==> src/rtl/snake_head_stepper_pkg.sv <==
// rtl/snake_head_stepper_pkg.sv - shared direction, state and grid constants
package snake_head_stepper_pkg;

  localparam logic [2:0] DIR_LEFT  = 3'b000;
  localparam logic [2:0] DIR_RIGHT = 3'b001;
  localparam logic [2:0] DIR_UP    = 3'b100;
  localparam logic [2:0] DIR_DOWN  = 3'b110;

  localparam logic [1:0] ST_IDLE = 2'd0;
  localparam logic [1:0] ST_RUN  = 2'd1;
  localparam logic [1:0] ST_DEAD = 2'd2;

  localparam int DEF_GRID_W  = 160;
  localparam int DEF_GRID_H  = 120;
  localparam int DEF_START_X = 80;
  localparam int DEF_START_Y = 60;

  function automatic logic dir_vertical(input logic [2:0] d);
    return d[2];
  endfunction

  // Down or right: the coordinate grows.
  function automatic logic dir_positive(input logic [2:0] d);
    return d[2] ? d[1] : d[0];
  endfunction

endpackage

==> src/rtl/snake_head_stepper_game_tick_gen.sv <==
// rtl/snake_head_stepper_game_tick_gen.sv - free-running divider giving one tick per game step
module game_tick_gen
  import snake_head_stepper_pkg::*;
#(
  parameter int TICK_DIV = 5000000
) (
  input  logic clk,
  input  logic reset,
  input  logic enable,
  input  logic clear,
  output logic tick
);

  localparam int CW = $clog2(TICK_DIV);
  localparam logic [CW-1:0] LAST = CW'(TICK_DIV - 1);

  logic [CW-1:0] cnt;

  assign tick = enable && (cnt == LAST);

  always_ff @(posedge clk) begin
    if (reset || clear) begin
      cnt <= '0;
    end else if (enable) begin
      cnt <= tick ? '0 : cnt + 1'b1;
    end
  end

endmodule

==> src/rtl/snake_head_stepper.sv <==
// rtl/snake_head_stepper.sv - advances the snake head once per game tick and detects wall hits
module snake_head_stepper
  import snake_head_stepper_pkg::*;
#(
  parameter int X_W      = 8,
  parameter int Y_W      = 7,
  parameter int GRID_W   = DEF_GRID_W,
  parameter int GRID_H   = DEF_GRID_H,
  parameter int START_X  = DEF_START_X,
  parameter int START_Y  = DEF_START_Y,
  parameter int TICK_DIV = 5000000,
  parameter int WRAP     = 0
) (
  input  logic           clk,
  input  logic           reset,
  input  logic           start,
  input  logic [2:0]     dir_in,
  input  logic           dir_valid,
  output logic [X_W-1:0] head_x,
  output logic [Y_W-1:0] head_y,
  output logic           step,
  output logic           running,
  output logic           game_over
);

  localparam logic [X_W:0] X_LAST = (X_W + 1)'(GRID_W - 1);
  localparam logic [Y_W:0] Y_LAST = (Y_W + 1)'(GRID_H - 1);

  logic [1:0]     state;
  logic [2:0]     dir_q;
  logic           tick;
  logic [X_W:0]   x_cand;
  logic [Y_W:0]   y_cand;
  logic           hit;
  logic [X_W-1:0] x_next;
  logic [Y_W-1:0] y_next;

  game_tick_gen #(.TICK_DIV(TICK_DIV)) u_tick (
    .clk    (clk),
    .reset  (reset),
    .enable (state == ST_RUN),
    .clear  (state != ST_RUN),
    .tick   (tick)
  );

  // One extra bit so that 0-1 lands above the last legal cell and reads as a hit.
  always_comb begin
    x_cand = {1'b0, head_x};
    y_cand = {1'b0, head_y};
    hit    = 1'b0;
    x_next = head_x;
    y_next = head_y;
    if (dir_vertical(dir_q)) begin
      y_cand = dir_positive(dir_q) ? y_cand + 1'b1 : y_cand - 1'b1;
      hit    = y_cand > Y_LAST;
      if (hit) y_next = dir_positive(dir_q) ? '0 : Y_LAST[Y_W-1:0];
      else     y_next = y_cand[Y_W-1:0];
    end else begin
      x_cand = dir_positive(dir_q) ? x_cand + 1'b1 : x_cand - 1'b1;
      hit    = x_cand > X_LAST;
      if (hit) x_next = dir_positive(dir_q) ? '0 : X_LAST[X_W-1:0];
      else     x_next = x_cand[X_W-1:0];
    end
  end

  always_ff @(posedge clk) begin
    if (reset) begin
      state  <= ST_IDLE;
      dir_q  <= DIR_LEFT;
      head_x <= X_W'(START_X);
      head_y <= Y_W'(START_Y);
      step   <= 1'b0;
    end else begin
      step <= 1'b0;
      if (dir_valid) dir_q <= dir_in;
      case (state)
        ST_IDLE: if (start) state <= ST_RUN;
        ST_RUN: begin
          if (tick) begin
            if (hit && (WRAP == 0)) begin
              state <= ST_DEAD;
            end else begin
              head_x <= x_next;
              head_y <= y_next;
              step   <= 1'b1;
            end
          end
        end
        ST_DEAD: ;
        default: state <= ST_IDLE;
      endcase
    end
  end

  assign running   = (state == ST_RUN);
  assign game_over = (state == ST_DEAD);

endmodule
==> config.mk <==
export PLATFORM = sky130hd
export DESIGN_NAME = snake_head_stepper
export DESIGN_NICKNAME = d
export VERILOG_FILES = /design/src/rtl/snake_head_stepper_pkg.sv /design/src/rtl/snake_head_stepper_game_tick_gen.sv /design/src/rtl/snake_head_stepper.sv
export SDC_FILE = /design/constraint.sdc
export NUM_CORES = 1
export LEC_CHECK = 0
export CELL_PAD_IN_SITES_DETAIL_PLACEMENT = 2
export CELL_PAD_IN_SITES_GLOBAL_PLACEMENT = 2
export CORE_MARGIN = 2
export CORE_UTILIZATION = 38
export CTS_CLUSTER_SIZE = 24
export DETAILED_ROUTE_END_ITERATION = 10
export PLACE_DENSITY = 0.92
export SLEW_MARGIN = 40
export SYNTH_ARGS = -nofsm -noshare
export SYNTH_HDL_FRONTEND = slang
export SYNTH_SLANG_ARGS = --single-unit
==> constraint.sdc <==
create_clock -name clk -period 6.7 [get_ports clk]
set_clock_uncertainty 0.1 [all_clocks]
set_input_delay 1.675 -clock clk [delete_from_list [all_inputs] [get_ports clk]]
set_output_delay 1.675 -clock clk [all_outputs]
set_load 0.02 [all_outputs]
Word level (Yosys, flattened, before mapping)
Cells that the tools add are included.
{ "op_classes": {"mux": 14, "order_cmp": 2, "eq_ne": 7, "n_reduce_logical": 7, "bitwise": 5, "addsub": 5} }
{ "op_table": {"columns": ["op", "n"], "rows": [
  ["$mux 8", 3],
  ["$add 23x1->23 const B", 1],
  ["$eq 23x23->1 const B", 1],
  ["$mux 23", 1],
  ["$mux 7", 2],
  ["$reduce_and 4->1", 3],
  ["$add 8x1->9 const B", 1],
  ["$gt 9x8->1 const B", 1],
  ["$mux 9", 1],
  ["$sub 8x1->9 const B", 1],
  ["$add 7x1->8 const B", 1],
  ["$gt 8x7->1 const B", 1],
  ["$sub 7x1->8 const B", 1],
  ["$mux 2", 3],
  ["$ne 2x2->1 const B", 3],
  ["$pmux 2 s3", 1],
  ["$not 1->1", 5],
  ["$mux 1", 3],
  ["$reduce_or 3->1", 1],
  ["$eq 2x1->1 const B", 1],
  ["$eq 2x2->1 const B", 1],
  ["$logic_not 2->1", 1],
  ["$ne 2x1->1 const B", 1],
  ["$logic_and 1x1->1", 1],
  ["$logic_or 1x1->1", 1]
]} }
{ "word_totals": {"inputBits": 7, "register_bits": 44} }

Longest topological paths before layout
Gate-level depths: netlist of the first run.
{ "logic_depth": {"depth_word": 7, "depth_mapped": 11} }

Modules after synthesis
From an unflattened synthesis of the first run, not the netlist that was laid out.
{ "hier_totals": {"hier_cells": 307, "area_unflattened_um2": 2731.4} }
{ "by_module_without_submodules": {"columns": ["mod", "cells_per_inst", "area_each_um2", "instances"], "rows": [
  ["snake_head_stepper", 180, 1584.0, 1],
  ["game_tick_gen", 127, 1147.4, 1]
]} }

Worst setup path before layout of the first run
OpenSTA, ideal clock, no wires.
{ "synth_timing": {"path_kind": "flip-flop to flip-flop", "start": "reg dir_q[2]", "end": "reg head_y[0]", "arrival_time_ns": 3.133, "setup_slack_ns": 3.345, "synth_period_minus_slack_ns": 3.355, "stages_incl_launch_ff": 12, "n_path_buf": 1, "t_required_ns": 6.479, "path_cell_list": "dfxtp_1 > nor2b_1 > a21oi_1 > ha_1 > a21o_1 > a21oi_1 > and2_1 > o21ai_0 > xor2_1 > and4_1 > buf_6 > mux2_4"} }
{ "synth_between": {"elab_chain_len": 6, "word_cells_on_any_way": 10, "classes_between": "order compare: 2; mux: 6; bitwise: 1; reduce/logical: 1"} }
{ "synth_rtl": {"columns": ["element", "line", "rtl"], "rows": [
  ["from (decl)", "snake_head_stepper.sv:30", "logic [2:0] dir_q;"],
  ["from (signal assigned)", "snake_head_stepper.sv:75", "if (dir_valid) dir_q <= dir_in;"],
  ["$mux 1", "snake_head_stepper_pkg.sv:24", "return d[2] ? d[1] : d[0];"],
  ["$mux 9 or $mux 8 (tied branches)", "snake_head_stepper.sv:59, snake_head_stepper.sv:54", null],
  ["$gt 9x8->1 or $gt 8x7->1 (tied branches)", "snake_head_stepper.sv:60, snake_head_stepper.sv:55", null],
  ["$mux 1", "snake_head_stepper.sv:53", "if (dir_vertical(dir_q)) begin"],
  ["$not 1->1 (no source line)", null, null],
  ["$reduce_and 4->1 (no source line)", null, null],
  ["to (signal assigned)", "snake_head_stepper.sv:71", "head_y <= Y_W'(START_Y);"],
  ["to (signal assigned)", "snake_head_stepper.sv:84", "head_y <= y_next;"],
  ["to (decl)", "snake_head_stepper.sv:20", "output logic [Y_W-1:0] head_y,"]
]} }
Parallel ways exist; a longest one is shown, timed or not.
A chain may end at the register's enable or synchronous reset.

Worst setup path after layout of the first run
{ "layout_timing": {"start": "reg state[0]", "end": "out running"} }
{ "layout_between": {"elab_chain_len": 1} }
{ "layout_rtl": {"columns": ["element", "line", "rtl"], "rows": [
  ["from (decl)", "snake_head_stepper.sv:29", "logic [1:0] state;"],
  ["from (signal assigned)", "snake_head_stepper.sv:68", "state <= ST_IDLE;"],
  ["from (signal assigned)", "snake_head_stepper.sv:77", "ST_IDLE: if (start) state <= ST_RUN;"],
  ["from (signal assigned)", "snake_head_stepper.sv:81", "state <= ST_DEAD;"],
  ["$eq 2x1->1", "snake_head_stepper.sv:95", "assign running = (state == ST_RUN);"],
  ["to (decl)", "snake_head_stepper.sv:22", "output logic running,"]
]} }
Every way passes these cells.

==> impl_metrics.toml, run 1 <==
[run_status]
status = "completed"

[synth]
synth_top_area_share = 0.3385
synth_top_area_cell = "dfxtp_1"
avgSynthCellArea_um2 = 8.733
seq_area_frac_synth = 0.3385
synthCells = 298
synth_commonest_cells = "nor2_1 (50), dfxtp_1 (44), nand2_1 (21), xor2_1 (20), ha_1 (16)"
async_flop_share = 0
synth_top_cells_by_area = "dfxtp_1 (34%), ha_1 (7.7%), nor2_1 (7.2%)"
synth_edf_count = 0
yosys_warnings = 0
syn_nets = 323
netlist_area_um2 = 2602
synth_most_common_cell = "nor2_1"
synth-seq-cells = 44
synth_ff_type = "dfxtp_1"
ys_types = 54

[sta]
finalMaxSlewViolations = 0
setup_violations = 0
fin_crit_ns = 3.770
hold_violations = 0
fmax_mhz = 265.2
maxSlewHeadroom = 0.5809
rsz0062_at_grt = "no"
setup_tns_ns = 0
tightest_slew_ns = 0.6244
finalCritPeriodShare = 0.5627

[worst_setup_path]
worst-path-buf-inv = 2
start_kind = "register"
slowest_stage = "clkdlybuf4s50_1"
crit_cells = 3
cp-end-kind = "primary output"
r2r_end = "head_x[6]$_SDFFE_PP1P_"
max_stage_delay_ns = 0.64
crit_arrival_ns = 2.00
critPathKind = "reg2out"
reg2reg_depth = 11
r2r_slack_ns = 3.16
regToRegStartpoint = "dir_q[2]$_SDFFE_PP0P_"
crit_start = "state[0]$_SDFFE_PP0P_"
crit_family = "buffers and inverters"
worstPathRequired_ns = 4.93
cp_cell_sequence = "or2b_2 -> inv_1 -> clkdlybuf4s50_1"
path_max_fanout = 5

[global_route]
busiest_layer = "met2"
antenna_found_initial = 0
grtUsageMet3 = 0.03048
grt_max_degree = 24
track_usage = 0.2142
use_met2 = 0.3846
grt_pass1_vias = 2458
grt.overflow.total = 0
grt_pass1_wl_um = 12530
gr-usage-met1 = 0.2662

[clock_network]
clockRootBuffer = "clkbuf_8"
insertion_delay_ns = 0.31
numCtsBuffers = 5
hold_buffers = 0
clk_pin_slew_ns = 0.10
cts_max_level = 2
cts_resized = 0
cts_buffer_depth = 2
cts_tree = "done"
cts_num_sinks = 44
cts_setup_buffers = 0

[power_and_ir_drop]
p_sw_mw = 0.1539
pwr-share-comb = 0.121
powerDensity_nw_per_um2 = 206.1
p_clk_frac = 0.459
ir_drop_mv = 0.1198
p_sw_frac = 0.2432
p_int_mw = 0.4788
seqPwrFrac = 0.421
p_leak_nw = 1.143

[drt]
vias_per_cell = 5.548
vias = 2247
drc = 0
wirelength_um = 7651
firstDrtPassIters = 4
wl_per_cell_um = 18.89
drtAntennaViolNets = 0
drtIter0Drc = 43

[hold_path]
hp-class = "reg2reg"
holdCritStartpoint = "u_tick.cnt[0]$_SDFFE_PP0P_"
whs_endpoint = "u_tick.cnt[0]$_SDFFE_PP0P_"
min_path_cells = 1

[finish]
drive_above_1_share = 0.07692
n_antenna_cell = 0
nNetsFinal = 349
instances_no_fill = 405
syn2layout_area_growth_pct = 17.93

[floorplan]
die_x_um = 86.76
row_count = 30
pin_count = 25
die_area_um2 = 7526
dieHeight_um = 86.76
initial_core_util = 0.3873
core_area_um2 = 6719

[place]
dp.cells = 397
place.gp.congestion = 0.7758
place_hpwl_um = 5289
io_buffers = 24

[run]
cap_violations = 0
worst max path at each step:
stage	end	slack (ns)
2_1_floorplan	head_y[0]$_SDFFE_PP0P_	3.35
3_3_place_gp	u_tick.cnt[21]$_SDFFE_PP0P_	2.57
3_5_place_dp	u_tick.cnt[19]$_SDFFE_PP0P_	2.77
4_1_cts	running	2.93
5_1_grt	running	2.90
6_report	running	2.93
final cells by class:
class                           count  area (um2)
Inverter                           12       45.04
Sequential cell                    44       880.8
Timing Repair Buffer               25       242.7
Clock inverter                      3       90.09
Clock buffer                        5       68.82
Multi-Input combinational cell    236        1642
Fill cell                         730        3650
Tap cell                           80       100.1
power groups by stage:
stage          Combinational (mW)  Clock, mW  Sequential (mW)
2_1_floorplan              0.0535          0            0.271
3_3_place_gp               0.0693          0            0.272
3_5_place_dp               0.0743          0            0.272
4_1_cts                    0.0767      0.293            0.266
5_1_grt                    0.0835      0.304            0.266
6_report                   0.0763      0.290            0.266
flip-flops by register name (all words and copies together) (netlist names):
| signal | cells |
|---|---|
| step | 1 |
| head_y | 7 |
| dir_q | 3 |
| state | 2 |
| head_x | 8 |
| u_tick.cnt | 23 |
layout by cell type (no fill, tap or decap), types with 2 or more instances in the layout:
cell and count:
a211oi_1 2, a21o_1 3, a21oi_1 12, a311oi_1 2, and3_1 4, and3_2 3, and4_1 2, bufinv_16 3
clkbuf_8 5, clkdlybuf4s50_1 23, dfxtp_1 44, fa_1 2, ha_1 16, inv_1 12, mux2_4 2, mux2i_1 12
nand2_1 21, nand2b_1 5, nand3_1 5, nand4_1 7, nor2_1 50, nor2b_1 3, nor3_1 7, nor3b_1 2
nor4_1 3, o21a_1 3, o21ai_0 9, or2_1 2, or2b_2 2, or3_1 2, or4b_1 2, xnor2_1 11
xor2_1 20
layer usage:
layer | share of wire | up-vias
li1 | - | 1094
met1 | 0.45 | 1113
met2 | 0.51 | 28
met3 | 0.020 | 12
met4 | 0.014 | 0
met5 | 0 | -
through the flow:
stage          hold WS [ns]  total power, mW  area, um2  setup slack, ns    util
2_1_floorplan        0.3377           0.3245       2603            3.345       -
3_3_place_gp         0.3558           0.3408       2910            2.570  0.4331
3_5_place_dp         0.3729           0.3462       2915            2.770  0.4339
4_1_cts              0.3955           0.6362       3074            2.932  0.4575
5_1_grt              0.4370           0.6542       3069            2.898  0.4568
6_report             0.3908           0.6326       3069            2.930  0.4568
cell families (layout without fill, tap and decap cells):
logic type                 after synthesis  in the layout  share of synthesized area
DFF                                     44             44                     0.3385
muxes                                   14             14                    0.05769
xor gates and xnor gates                31             31                     0.1043
adders and majority gates               18             18                    0.09231
buffers and inverters                   18             45                    0.03269
and+or+nand+nor                        130            130                     0.2563
AOI/OAI and AO/OA                       43             43                     0.1183
Power figures use the tool's default switching activity.
==> run 2: changes to the inputs <==
Settings changed: CORE_UTILIZATION 38 to 35, PLACE_DENSITY 0.92 to 0.86.
Clock period 6.7 ns to 3.9 ns, I/O delays scaled along.
==> run 2 against run 1 <==
  * Die area is 8.2% higher
  * Sequential share of layout area is essentially flat
  * Wire length fell by 4.0%
  * Worst hold slack better by 0.012 ns
  * First-iteration DRC count increased by 28%
  * Largest cell class unchanged
  * Largest power group is now sequential cells
==> impl_metrics.toml, run 2 (synthesis results as in run 1) <==
[run_status]
status = "completed"

[power_and_ir_drop]
p_sw_mw = 0.2447
p_int_mw = 0.6949
p_sw_frac = 0.2604
seqPwrFrac = 0.486
pwr-share-comb = 0.145
p_leak_nw = 1.132
p_clk_frac = 0.370
powerDensity_nw_per_um2 = 306.6
ir_drop_mv = 0.1906
p_total_mw = 0.9396

[sta]
rsz0062_at_grt = "no"
finalMaxSlewViolations = 0
timing.final.ws_setup_ns = 0.2873
fmax_mhz = 276.8
maxSlewHeadroom = 0.5960
tightest_slew_ns = 0.6019
setup_tns_ns = 0
setup_violations = 0
fin_crit_ns = 3.613
hold_violations = 0
finalCritPeriodShare = 0.9263

[worst_setup_path]
max_stage_delay_ns = 0.54
regToRegStartpoint = "dir_q[2]$_SDFFE_PP0P_"
cp_cell_sequence = "nor2b_1 -> a21oi_1 -> buf_4 -> inv_1 -> fa_1 -> nand2b_1 -> a21oi_1 -> o311ai_1 -> a311oi_1 -> o21a_1 -> a21oi_1 -> a311oi_1"
crit_top_cell = "a21oi_1"
crit_start = "dir_q[2]$_SDFFE_PP0P_"
worst-path-buf-inv = 2
crit_cells = 12
slowest_stage = "a311oi_1"
r2r_slack_ns = 0.29
reg2reg_depth = 12
critPathKind = "reg2reg"
crit_arrival_ns = 3.70
crit_family = "compound AO/OA/AOI/OAI gates"
worstPathRequired_ns = 3.99
worstSetupEndpoint = "head_x[1]$_SDFFE_PP0P_"
cp-end-kind = "register"
start_kind = "register"
path_max_fanout = 9
r2r_end = "head_x[1]$_SDFFE_PP0P_"

[global_route]
grt.overflow.total = 0
grt_pass1_wl_um = 12610
grt_max_degree = 23
grt_pass1_vias = 2537
track_usage = 0.1891
antenna_found_initial = 0

[finish]
syn2layout_area_growth_pct = 17.74
nFillCells = 834
instances_no_fill = 427
largest_reg_flops = 23
n_antenna_cell = 0
final_cell_mix = "nor2_1 (50), dfxtp_1 (44), clkdlybuf4s50_1 (24), nand2_1 (21), xor2_1 (20)"
top_regs = "u_tick.cnt: 23 flops, head_x: 8 flops, head_y: 7 flops"
nNetsFinal = 352
regMostFlops = "u_tick.cnt"
layout_commonest_cell = "nor2_1"
seqCellArea_um2 = 880.8
multi_input_area_um2 = 1637
drive_above_1_share = 0.07622
stdcell_area_um2 = 3064

[drt]
firstDrtPassIters = 4
drtIter0Drc = 55
drc = 0
vias = 2249
wl_per_cell_um = 17.20
vias_per_cell = 5.267
wirelength_um = 7346
drtAntennaViolNets = 0

[floorplan]
die_x_um = 90.23
dieHeight_um = 90.23
die_area_um2 = 8141
row_count = 31
core_area_um2 = 7214
pin_count = 25
initial_core_util = 0.3607

[clock_network]
cts_resized = 0
cts_max_level = 2
cts_num_sinks = 44
insertion_delay_ns = 0.30
clk_pin_slew_ns = 0.08
clockRootBuffer = "clkbuf_8"
cts_tree = "done"
hold_buffers = 0
numCtsBuffers = 5
cts_buffer_depth = 2
cts_setup_buffers = 0

[place]
place_hpwl_um = 5527
dp_slack_ns = 0.5737
dp.cells = 419
placed_cell_area_um2 = 2957
place.gp.congestion = 0.8140
io_buffers = 24

[run]
cap_violations = 0

[hold_path]
holdCritStartpoint = "head_x[2]$_SDFFE_PP0P_"
hp-class = "reg2reg"
[run 2: cell count changes in the layout (fill, tap and decap cells not counted), sizes merged]
| cell | previous run | this run |
|---|---|---|
| buf | 2 | 4 |
| bufinv | 3 | 1 |
| clkbuf | 5 | 6 |
| clkdlybuf4s50 | 23 | 24 |
| clkinv | 0 | 1 |
[run 2: metal layers]
layer,GRT usage,share of wire
met2,0.3333,0.50
met3,0.03353,0.022
met4,0.05128,0.011
met1,0.2371,0.47
met5,0,0
[run 2: layout make-up]
type | count | share of cell area
Clock inverter | 2 | 0.01143
Tap cell | 99 | 0.04042
Timing Repair Buffer | 28 | 0.08820
Clock buffer | 6 | 0.02368
Sequential cell | 44 | 0.2875
Multi-Input combinational cell | 236 | 0.5341
Inverter | 12 | 0.01470
[run 2: per-stage QoR]
step / utilization / hold slack (ns)
5_1_grt: 0.4247 / 0.4316
4_1_cts: 0.4247 / 0.4042
3_5_place_dp: 0.4098 / 0.3835
2_1_floorplan: - / 0.3377
6_report: 0.4247 / 0.4026
3_3_place_gp: 0.4098 / 0.3554
[run 2: how the worst min path moves through the flow]
stage,to,depth (start not counted)
2_1_floorplan,u_tick.cnt[0]$_SDFFE_PP0P_,1
3_3_place_gp,u_tick.cnt[0]$_SDFFE_PP0P_,1
3_5_place_dp,u_tick.cnt[0]$_SDFFE_PP0P_,1
4_1_cts,head_x[2]$_SDFFE_PP0P_,2
5_1_grt,head_x[2]$_SDFFE_PP0P_,2
6_report,head_x[2]$_SDFFE_PP0P_,2
[run 2: worst reg2reg max path, cell delays in order (launching register included)]
cell and delay, ns:
dfxtp_1 0.46, nor2b_1 0.10, a21oi_1 0.19, buf_4 0.22
inv_1 0.08, fa_1 0.40, nand2b_1 0.22, a21oi_1 0.27
o311ai_1 0.20, a311oi_1 0.54, o21a_1 0.28, a21oi_1 0.11
a311oi_1 0.33
[run 2: power by group through the flow]
stage | logic [mW] | registers (mW) | clock network [mW]
after floorplan | 0.0919 | 0.466 | 0
after detailed placement | 0.131 | 0.467 | 0
final | 0.136 | 0.456 | 0.347
after global routing | 0.149 | 0.457 | 0.373
after global placement | 0.125 | 0.467 | 0
after CTS | 0.135 | 0.457 | 0.363
